### src/rtl/relu_maxpool_2x2_pkg.sv
// Shared definitions for the ReLU + 2x2 pooling stage: default widths and
// geometry, FSM state encoding, and the pixel-address helper.
package relu_maxpool_2x2_pkg;

  localparam int unsigned DEF_DATA_W     = 16;
  localparam int unsigned DEF_ADDR_W     = 10;
  localparam int unsigned DEF_OUT_ADDR_W = 8;
  localparam int unsigned DEF_IMG_W      = 32;
  localparam int unsigned DEF_IMG_H      = 32;

  // One read state per window pixel, then the output handshake, then done.
  typedef enum logic [2:0] {
    StIdle = 3'd0,
    StRd0  = 3'd1,
    StRd1  = 3'd2,
    StRd2  = 3'd3,
    StRd3  = 3'd4,
    StEmit = 3'd5,
    StFin  = 3'd6
  } state_e;

  // Linear address of a pixel in the row-major conv result buffer.
  function automatic int unsigned pix_addr(input int unsigned row, input int unsigned col,
                                           input int unsigned img_w);
    return row * img_w + col;
  endfunction

endpackage

### src/rtl/relu_maxpool_2x2_pool_accum.sv
// Window accumulator with ReLU output stage.
// POOL_AVG_EN defined: 4-sample sum, floor divide by 4, ReLU.
// POOL_AVG_EN undefined: running signed max, ReLU.
module relu_maxpool_2x2_pool_accum
  import relu_maxpool_2x2_pkg::*;
#(
  parameter int unsigned DATA_W = DEF_DATA_W
) (
  input  logic                     i_clk,
  input  logic                     i_reset,
  input  logic                     i_load,
  input  logic                     i_accum,
  input  logic signed [DATA_W-1:0] i_sample,
  output logic        [DATA_W-1:0] o_result
);

`ifdef POOL_AVG_EN
  logic signed [DATA_W+1:0] r_sum;
  logic signed [DATA_W+1:0] w_avg;

  // Running sum: first sample loads, the other three add.
  always_ff @(posedge i_clk) begin
    if (i_reset) begin
      r_sum <= '0;
    end else if (i_load) begin
      r_sum <= (DATA_W + 2)'(i_sample);
    end else if (i_accum) begin
      r_sum <= r_sum + (DATA_W + 2)'(i_sample);
    end
  end

  // Arithmetic shift floors the average; negative results clamp to zero.
  always_comb begin
    w_avg    = r_sum >>> 2;
    o_result = w_avg[DATA_W+1] ? '0 : w_avg[DATA_W-1:0];
  end
`else
  logic signed [DATA_W-1:0] r_max;

  // Running max: first sample loads, the other three compete.
  always_ff @(posedge i_clk) begin
    if (i_reset) begin
      r_max <= '0;
    end else if (i_load) begin
      r_max <= i_sample;
    end else if (i_accum && (i_sample > r_max)) begin
      r_max <= i_sample;
    end
  end

  // ReLU after the max equals the max of the ReLUs.
  always_comb begin
    o_result = r_max[DATA_W-1] ? '0 : r_max;
  end
`endif

endmodule

### src/rtl/relu_maxpool_2x2.sv
// ReLU + non-overlapping 2x2 pooling over the conv stage's result buffer.
// Reads each window's four pixels through ReadReg/ReadData, then offers the
// pooled value on a valid/ready port tagged with its output index.
// Optional POOL_AVG_EN selects average pooling instead of max pooling.
module relu_maxpool_2x2
  import relu_maxpool_2x2_pkg::*;
#(
  parameter int unsigned IMG_W      = DEF_IMG_W,
  parameter int unsigned IMG_H      = DEF_IMG_H,
  parameter int unsigned DATA_W     = DEF_DATA_W,
  parameter int unsigned ADDR_W     = DEF_ADDR_W,
  parameter int unsigned OUT_ADDR_W = DEF_OUT_ADDR_W
) (
  input  logic                     clk,
  input  logic                     reset,
  input  logic                     start,
  output logic        [ADDR_W-1:0] ReadReg,
  input  logic signed [DATA_W-1:0] ReadData,
  output logic                     out_valid,
  input  logic                     out_ready,
  output logic        [DATA_W-1:0] out_data,
  output logic    [OUT_ADDR_W-1:0] out_addr,
  output logic                     busy,
  output logic                     done
);

  localparam int unsigned WIN_W = IMG_W / 2;
  localparam int unsigned WIN_H = IMG_H / 2;
  localparam int unsigned ROW_W = (WIN_H > 1) ? $clog2(WIN_H) : 1;
  localparam int unsigned COL_W = (WIN_W > 1) ? $clog2(WIN_W) : 1;
  localparam logic [ROW_W-1:0] ROW_LAST = ROW_W'(WIN_H - 1);
  localparam logic [COL_W-1:0] COL_LAST = COL_W'(WIN_W - 1);

  state_e            r_state, w_state_d;
  logic [ROW_W-1:0]  r_row, w_row_d;
  logic [COL_W-1:0]  r_col, w_col_d;
  logic [ADDR_W-1:0] r_read_reg, w_read_reg_d;
  logic              w_load, w_accum, w_last;
  logic [DATA_W-1:0] w_result;

  assign w_last = (r_row == ROW_LAST) && (r_col == COL_LAST);

  relu_maxpool_2x2_pool_accum #(
    .DATA_W (DATA_W)
  ) u_pool_accum (
    .i_clk    (clk),
    .i_reset  (reset),
    .i_load   (w_load),
    .i_accum  (w_accum),
    .i_sample (ReadData),
    .o_result (w_result)
  );

  // State, window counters and read address register.
  always_ff @(posedge clk) begin
    if (reset) begin
      r_state    <= StIdle;
      r_row      <= '0;
      r_col      <= '0;
      r_read_reg <= '0;
    end else begin
      r_state    <= w_state_d;
      r_row      <= w_row_d;
      r_col      <= w_col_d;
      r_read_reg <= w_read_reg_d;
    end
  end

  // Next state, next window position and next buffer address. ReadData for
  // the address driven in RDk is folded into the accumulator at the end of RDk.
  always_comb begin
    w_state_d    = r_state;
    w_row_d      = r_row;
    w_col_d      = r_col;
    w_read_reg_d = r_read_reg;
    w_load       = 1'b0;
    w_accum      = 1'b0;
    unique case (r_state)
      StIdle: begin
        if (start) begin
          w_state_d    = StRd0;
          w_row_d      = '0;
          w_col_d      = '0;
          w_read_reg_d = '0;
        end
      end
      StRd0: begin
        w_load       = 1'b1;
        w_state_d    = StRd1;
        w_read_reg_d = ADDR_W'(pix_addr(2 * 32'(r_row), 2 * 32'(r_col) + 1, IMG_W));
      end
      StRd1: begin
        w_accum      = 1'b1;
        w_state_d    = StRd2;
        w_read_reg_d = ADDR_W'(pix_addr(2 * 32'(r_row) + 1, 2 * 32'(r_col), IMG_W));
      end
      StRd2: begin
        w_accum      = 1'b1;
        w_state_d    = StRd3;
        w_read_reg_d = ADDR_W'(pix_addr(2 * 32'(r_row) + 1, 2 * 32'(r_col) + 1, IMG_W));
      end
      StRd3: begin
        w_accum   = 1'b1;
        w_state_d = StEmit;
      end
      StEmit: begin
        if (out_ready) begin
          if (w_last) begin
            w_state_d = StFin;
            w_row_d   = '0;
            w_col_d   = '0;
          end else begin
            if (r_col == COL_LAST) begin
              w_col_d = '0;
              w_row_d = r_row + ROW_W'(1);
            end else begin
              w_col_d = r_col + COL_W'(1);
            end
            w_state_d    = StRd0;
            w_read_reg_d = ADDR_W'(pix_addr(2 * 32'(w_row_d), 2 * 32'(w_col_d), IMG_W));
          end
        end
      end
      StFin: begin
        w_state_d = StIdle;
      end
      default: begin
        w_state_d = StIdle;
      end
    endcase
  end

  // Outputs decode directly from registered state; accumulator is idle in EMIT,
  // so data and index stay put until the handshake.
  always_comb begin
    ReadReg   = r_read_reg;
    out_valid = (r_state == StEmit);
    out_data  = out_valid ? w_result : '0;
    out_addr  = OUT_ADDR_W'(32'(r_row) * WIN_W + 32'(r_col));
    busy      = (r_state != StIdle) && (r_state != StFin);
    done      = (r_state == StFin);
  end

endmodule

### config.mk
export PLATFORM = sky130hd
export DESIGN_NAME = relu_maxpool_2x2
export DESIGN_NICKNAME = d
export VERILOG_FILES = /design/src/rtl/relu_maxpool_2x2_pkg.sv /design/src/rtl/relu_maxpool_2x2_pool_accum.sv /design/src/rtl/relu_maxpool_2x2.sv
export SDC_FILE = /design/constraint.sdc
export NUM_CORES = 1
export LEC_CHECK = 0
export ABC_AREA = 1
export CAP_MARGIN = 20
export CORE_MARGIN = 3
export CORE_UTILIZATION = 53
export DETAILED_ROUTE_END_ITERATION = 10
export DONT_BUFFER_PORTS = 1
export MAX_ROUTING_LAYER = met4
export PLACE_DENSITY = 0.68
export SLEW_MARGIN = 20
export SYNTH_ARGS = -nofsm -noshare
export SYNTH_HDL_FRONTEND = slang
export SYNTH_SLANG_ARGS = --single-unit
### constraint.sdc
create_clock -name clk -period 5.25 [get_ports clk]
set_input_delay 0.525 -clock clk [delete_from_list [all_inputs] [get_ports clk]]
set_output_delay 0.525 -clock clk [all_outputs]
set_load 0.05 [all_outputs]
# Yosys cells after proc, flatten, opt, wreduce, memory -nomap -nowiden
# Index checks and enable logic that the tools add are counted.
[word_totals] ram_bits=0 input_bits=20 ff_bits=37 word_cells=68 latchBits=0 output_inout_bits=37 romBits=0 mem_count=0
[classes] reduce_logical=12 magnitude_cmp=1 shift=0 addsub=9 muxes=29 div_mod_pow=0 mul=0 bitwise_logic=0 eq_ne=12
[op_table] cell="two-way mux 4 bit" n=13
[op_table] cell="one-hot mux 10 bit (5 select lines)" n=1
[op_table] cell="two-way mux 16 bit" n=3
[op_table] cell="two-way mux 10 bit" n=3
[op_table] cell="adder 10 x 5 -> 10 bit" n=2
[op_table] cell="one-hot mux 3 bit (6 select lines)" n=1
[op_table] cell="greater-than comparator 16 bit" n=1
[op_table] cell="one-hot mux 4 bit (2 select lines)" n=2
[op_table] cell="two-way mux 15 bit" n=1
[op_table] cell="adder 10 bit" n=1
[op_table] cell="adder 10 x 6 -> 10 bit" n=1
[op_table] cell="equality test 3 bit (second input constant)" n=3
[op_table] cell="two-way mux 3 bit" n=3
[op_table] cell="adder 4 x 1 -> 4 bit (second input constant)" n=2
[op_table] cell="adder 8 x 4 -> 8 bit" n=1
[op_table] cell="equality test 4 bit (second input constant)" n=2
[op_table] cell="adder 5 x 1 -> 6 bit (second input constant)" n=1
[op_table] cell="equality test 3 x 2 -> 1 bit (second input constant)" n=2
[op_table] cell="adder 5 x 1 -> 5 bit (second input constant)" n=1
[op_table] cell="nonzero test 5 bit" n=1
[op_table] cell="!= test 2 bit (second input constant)" n=2
[op_table] cell="AND reduction 4 bit" n=1
[op_table] cell="nonzero test 2 bit" n=2
[op_table] cell="equality test 3 x 1 -> 1 bit (second input constant)" n=1
[op_table] cell="9 further kinds" n=12

# Depth between registers and ports, before layout
# Gate-level depths: netlist of the first run.
[depth] ltp_word=9 ltp_mapped=15 depth_no_buf=14

# By module
# Synthesis of the first run repeated with hierarchy kept, for this count alone.
[hier_totals] hier_cells=390 area_unflattened_um2=2521.2
[modules_own_cells] module="relu_maxpool_2x2" cells_per_inst=205 area_each_um2=1323.8 n_inst=1
[modules_own_cells] module="relu_maxpool_2x2_pool_accum" cells_per_inst=185 area_each_um2=1197.4 n_inst=1

# Least setup slack after synthesis of the first run
# OpenSTA, ideal clock, no wires.
[synth_timing] kind="reg2out" start="register r_state[2]" end="output busy" path_slack_ns=2.537 stages_incl_launch_ff=4 t_arrival_ns=2.188 t_required_ns=4.725 cell_sequence="dfxtp_1 -> inv_2 -> nor3_1 -> a21oi_1"
[synth_via] elab_chain_cells=2 elab_cells_between_ends=3 classes_between="eq/ne (1); reduce/logical (2)"
[synth_rtl] element="start: declaration" line="relu_maxpool_2x2.sv:34" rtl="state_e r_state, w_state_d;"
[synth_rtl] element="start signal: assignment" line="relu_maxpool_2x2.sv:57" rtl="r_state <= StIdle;"
[synth_rtl] element="start signal: assignment" line="relu_maxpool_2x2.sv:62" rtl="r_state <= w_state_d;"
[synth_rtl] element="!= test 3 bit or nonzero test 3 bit (tied branches)" line="relu_maxpool_2x2.sv:140" rtl="busy = (r_state != StIdle) && (r_state != StFin);"
[synth_rtl] element="logical AND 1 bit *" line="relu_maxpool_2x2.sv:140"
[synth_rtl] element="end: declaration" line="relu_maxpool_2x2.sv:23" rtl="output logic busy,"
# Every way passes the cells marked *; elsewhere a longest branch is shown, timed or not.

# Final worst setup path of the first run
[layout_timing] start="register r_state[0]" end="output out_data[5]"
[layout_via] elab_chain_cells=2
[layout_rtl] element="equality test 3 bit" line="relu_maxpool_2x2.sv:137" rtl="out_valid = (r_state == StEmit);"
[layout_rtl] element="net out_valid" line="relu_maxpool_2x2.sv:19" rtl="output logic out_valid,"
[layout_rtl] element="two-way mux 16 bit" line="relu_maxpool_2x2.sv:138" rtl="out_data = out_valid ? w_result : '0;"
[layout_rtl] element="end: declaration" line="relu_maxpool_2x2.sv:21" rtl="output logic [DATA_W-1:0] out_data,"
# The timed path passes the listed nets, and every way through them passes these cells.

==> reports/metrics.cfg, run 1 <==
[outcome]
status=finished, final reports clean

[setup_path]
criticalPathCategory=flop to output port
cp.required_ps=4720
crit_fanout=15
start_kind=flop
end_kind=output port
cp.arrival_ps=2440

[route]
m1WireLength_microns=2100
drt_first_pass_iters=4
drc=0
drt-total-wl_microns=5060
wl_met3_microns=454
vias=2086
top_layer_used=met4
wl_per_cell_microns=12.9
met2WireLength_microns=2450
via_per_inst=5.31
ant_nets=0
drtIter0Drc=86

[yosys]
yosysMostFrequentCell=nand2_1
avgSynthCellArea_sq_um=6.95
synth_commonest_cells=nand2_1, nor2_1, inv_1
yosys.area_share.simple=0.322
synth_area_leaders=dfxtp_1, nand2_1, ha_1
synth_mux_area_frac=0
synth_edf_count=0
synthAdderAreaFrac=0.0932
yosysSeqAreaShare=0.306
syn_area_sq_mm=0.00242
synth_largest_area_cell=dfxtp_1
ys_warn_count=0
ys_seq_elements=37
syn_inst=348
synth-compound-area-share=0.149
synthesis.nets=386
async_flop_share=0
synth_top_cell_area_share=0.306
synth_top_family_by_area=simple AND/OR/NAND/NOR gates
synth_cell_types=35
synth_xor_area_frac=0.00725
synth_flop_cell=dfxtp_1

[grt]
grt_usage=0.211
grt_overflow=0
antenna_found_initial=0
grt_start_max_net_pins=33
grt_pass1_wl_microns=8790
grt_pass1_vias=2011

[placement]
gp_congestion=0.825
portBuffers=0
dp.cells=385
hpwl_microns=3680

[clocking]
cts-resized-gates=0
root_buffer=clkbuf_8
clock_sink_count=37
clkLatencyLatePin_ps=290
cts_tree=done
ctsHoldBuffers=0
h-tree-depth=2
clk_path_buf_depth=2
postCtsSetupRepairBufs=0
clkSlewWorstSetupHoldPaths_ps=80
cts_buffers=5

[pwr]
power_mw=0.713
peakVddDrop_mv=0.135
p_leak_nw=1.10
p_per_area_mw_per_mm2=288

[sta]
worst_pin_slew_ps=1070
slew_headroom=0.286
hold_viol_final=0
finClkSkew_ps=3.33
slew_viol_final=0
fin_setup_tns_ps=0
min_period_over_period=0.565
rsz0062_at_grt=false
period_needed_ps=2960
max_freq_mhz=337
setup_violations=0

[floorplan]
rows=23
core_area_sq_mm=0.00420
boundaryPins=57
die-area_sq_mm=0.00541
initial_core_util=0.575
die_h_microns=73.5
die_width_microns=73.5

[finish]
drive_gt1_frac=0.134
antenna_cells=0
fin_nets=380
synthToLayoutAreaGrowth_pct=2.23
finalNonFillerCells=393

[min_path]
hold_path.class=primary input to flop

[job]
maxCapViolations=0

## power breakdown
| group | internal (mW) | switching, mW | total (mW) |
|---|---|---|---|
| logic | 0.0616 | 0.123 | 0.185 |
| clock network | 0.0917 | 0.107 | 0.198 |
| registers | 0.305 | 0.0251 | 0.330 |
## registers in the layout (all words and copies together), names as in the netlist
signal,count
u_pool_accum.r_max,16
ReadReg,10
r_col,4
r_row,4
r_state,3
## per-layer routing
layer / global-route usage / up-vias
met5: - / -
met4: 0.0543 / 0
met3: 0.0725 / 4
met2: 0.361 / 62
met1: 0.233 / 923
li1: - / 1097
## placed cells by master, fill, tap and decap left out, drive strengths merged, types with 2 or more instances in the layout
cell    Yosys  layout
clkinv      1       3
nand3      22      22
xor2        2       2
clkbuf      4       5
nor3        3       3
nand2      84      84
dfxtp      37      37
o21ai      12      12
ha         18      18
a21oi      45      45
nor2       52      52
inv        49      49
nand4       4       4
## through the flow
step	worst slack (ps)	hold WS, ps	cell area [sq um]	util
finish	2290	289	2470	0.588
global route	2100	278	2470	0.588
CTS	2240	280	2470	0.588
detailed placement	2560	557	2380	0.568
global placement	2630	546	2380	0.568
floorplan	2540	518	2420	-
## worst max-delay path: stages, from the launching register on
cell and delay (ps):
dfxtp_1 450, nand2_2 150, nor2_8 320, nand2_1 420
nor2_1 810
## final cells by class
| cell class | instances | area, sq um |
|---|---|---|
| clock buffers | 5 | 68.8 |
| clock inverters | 3 | 17.5 |
| fillers | 416 | 1730 |
| inverters | 50 | 190 |
| multi-input cells | 248 | 1390 |
| flip-flops and latches | 37 | 741 |
| well taps | 50 | 62.6 |
## final timing paths
check                                from                      end  slack, ps  cells after the start
setup / recovery  r_state[0]$_SDFFE_PP0P_              out_data[5]       2290                      4
hold / removal                      reset  ReadReg[0]$_SDFFE_PP0P_        290                      1
setup reg to reg    r_col[0]$_SDFFE_PP0P_  ReadReg[3]$_SDFFE_PP0P_       2810                     10
hold reg to reg   r_state[0]$_SDFFE_PP0P_  ReadReg[0]$_SDFFE_PP0P_        570                      2
## kinds of logic after synthesis
| logic type | count (synthesis) |
|---|---|
| simple gates | 165 |
| buf+inv | 63 |
| compound gates | 62 |
| flops | 37 |
| fa+ha+maj | 18 |
| xor+xnor | 2 |
| other cells | 1 |
(Power assumes the default switching activity.)
==> inputs of run 2 (changes only) <==
--- a/config.mk
+++ b/config.mk
@@ -12,7 +12,7 @@
 export DETAILED_ROUTE_END_ITERATION = 10
 export DONT_BUFFER_PORTS = 1
 export MAX_ROUTING_LAYER = met4
-export PLACE_DENSITY = 0.68
+export PLACE_DENSITY = 0.71
 export SLEW_MARGIN = 20
 export SYNTH_ARGS = -nofsm -noshare
 export SYNTH_HDL_FRONTEND = slang
==> constraint.sdc (replaced) <==
create_clock -name clk -period 2.7 [get_ports clk]
set_input_delay 0.27 -clock clk [delete_from_list [all_inputs] [get_ports clk]]
set_output_delay 0.27 -clock clk [all_outputs]
set_load 0.05 [all_outputs]
==> run 2 against run 1 <==
  * Combinational power grew 110%
  * First-iteration DRC count grew 41%
  * Sequential share of layout area shrank 2.2 points
  * Largest power group unchanged
  * Final area grew 7.9%
  * Worst hold slack lost 260 ps
  * Core utilization grew 4.6 points
==> reports/metrics.cfg, run 2 (synthesis results as in run 1) <==
[clocking]
h-tree-depth=2
cts_buffers=5
ctsHoldBuffers=0
cts_tree=done
cts-resized-gates=0
clk_path_buf_depth=2
postCtsSetupRepairBufs=0
clkSlewWorstSetupHoldPaths_ps=70
clock_sink_count=37
clkLatencyLatePin_ps=300
root_buffer=clkbuf_8

[finish]
fin_nets=406
final-seq-area_sq_um=741
nFillCells=410
mostFrequentLayoutCells=nand2_1, nor2_1, inv_1
fin_area_sq_mm=0.00267
synthToLayoutAreaGrowth_pct=10.3
drive_gt1_frac=0.195
top_register=u_pool_accum.r_max
finalNonFillerCells=419
largest_register_ff_count=16
layout_commonest_cell=nand2_1
antenna_cells=0
multi_input_comb_area_sq_mm=0.00139

[placement]
placed_cell_area_sq_mm=0.00258
gp_congestion=0.810
dp.cells=411
hpwl_microns=3790
portBuffers=0

[route]
wl_per_cell_microns=12.1
drt-total-wl_microns=5090
drc=0
drtIter0Drc=121
via_per_inst=5.23
vias=2192
drt_first_pass_iters=5
ant_nets=0

[pwr]
peakVddDrop_mv=0.293
seqPwrFrac=0.445
clkPwrFrac=0.278
pwr-share-comb=0.277
p_leak_nw=1.24
power.switching_mw=0.500
p_sw_frac=0.357
internal_power_mw=0.901
p_per_area_mw_per_mm2=525
power_mw=1.40

[floorplan]
die_h_microns=73.5
boundaryPins=57
die-area_sq_mm=0.00541
core_area_sq_mm=0.00420
rows=23
die_width_microns=73.5
initial_core_util=0.575

[min_path]
hold_depth=1
hold_path.class=primary input to flop
min_from=reset
whs_endpoint=ReadReg[5]$_SDFFE_PP0P_

[setup_path]
r2r_cells=11
reg2reg_to=u_pool_accum.r_max[7]$_SDFFE_PP0P_
cp.required_ps=2430
crit_fanout=15
start_kind=flop
end_kind=output port
r2r_slack_ps=680
criticalPathCategory=flop to output port
cp.arrival_ps=2080
reg2reg_from=u_pool_accum.r_max[15]$_SDFFE_PP0P_

[sta]
slew_headroom=0.641
max_freq_mhz=426
slew_viol_final=0
fin_setup_tns_ps=0
hold_ws_ps=29.7
hold_viol_final=0
setup_violations=0
finClkSkew_ps=6.67
worst_pin_slew_ps=538
min_period_over_period=0.870
rsz0062_at_grt=false
period_needed_ps=2350

[grt]
grt_overflow=0
antenna_found_initial=0
grt_pass1_wl_microns=8680
grt_pass1_vias=2056
grt_usage=0.210
grt_start_max_net_pins=33

[job]
maxCapViolations=0

[outcome]
status=finished, final reports clean

## run 2: power groups by stage
stage | clock [mW] | sequential [mW] | combinational (mW)
after global placement | 0 | 0.634 | 0.381
after CTS | 0.408 | 0.623 | 0.391
after global routing | 0.418 | 0.627 | 0.454
final | 0.390 | 0.623 | 0.388
after detailed placement | 0 | 0.636 | 0.390
after floorplan | 0 | 0.648 | 0.331
## run 2: stage by stage
| stage | utilization | setup slack, ps |
|---|---|---|
| 2_1_floorplan | - | 242 |
| 3_3_place_gp | 0.614 | 651 |
| 3_5_place_dp | 0.614 | 650 |
| 4_1_cts | 0.635 | 318 |
| 5_1_grt | 0.635 | 206 |
| 6_report | 0.635 | 352 |
## run 2: area by class of cell
type,instances,area share
multi-input cells,248,0.522
flip-flops and latches,37,0.278
repair buffers,26,0.0732
inverters,50,0.0713
clock buffers,5,0.0258
well taps,50,0.0235
clock inverters,3,0.00657
## run 2: routing by layer
metal | part of all wire | track usage | vias up
met4 | 0.0075 | 0.0624 | 0
met3 | 0.074 | 0.0629 | 5
met2 | 0.50 | 0.369 | 58
li1 | - | - | 1146
met1 | 0.42 | 0.225 | 983
met5 | 0 | - | -
## run 2: worst max-delay path by stage
stage	start	end	slack, ps	cells past startpoint
finish	r_state[0]$_SDFFE_PP0P_	out_data[14]	350	5
global route	r_state[0]$_SDFFE_PP0P_	out_data[3]	210	5
CTS	r_state[0]$_SDFFE_PP0P_	out_data[14]	320	5
detailed placement	r_state[0]$_SDFFE_PP0P_	out_data[14]	650	5
global placement	r_state[0]$_SDFFE_PP0P_	out_data[0]	650	5
floorplan	r_state[2]$_SDFFE_PP0P_	busy	240	3
## run 2: critical path, stage by stage (launching register included)
cell and delay, ps:
dfxtp_1 460, nand2_2 150, nor2_8 320, nand2_1 420, nor2_1 210, buf_4 220
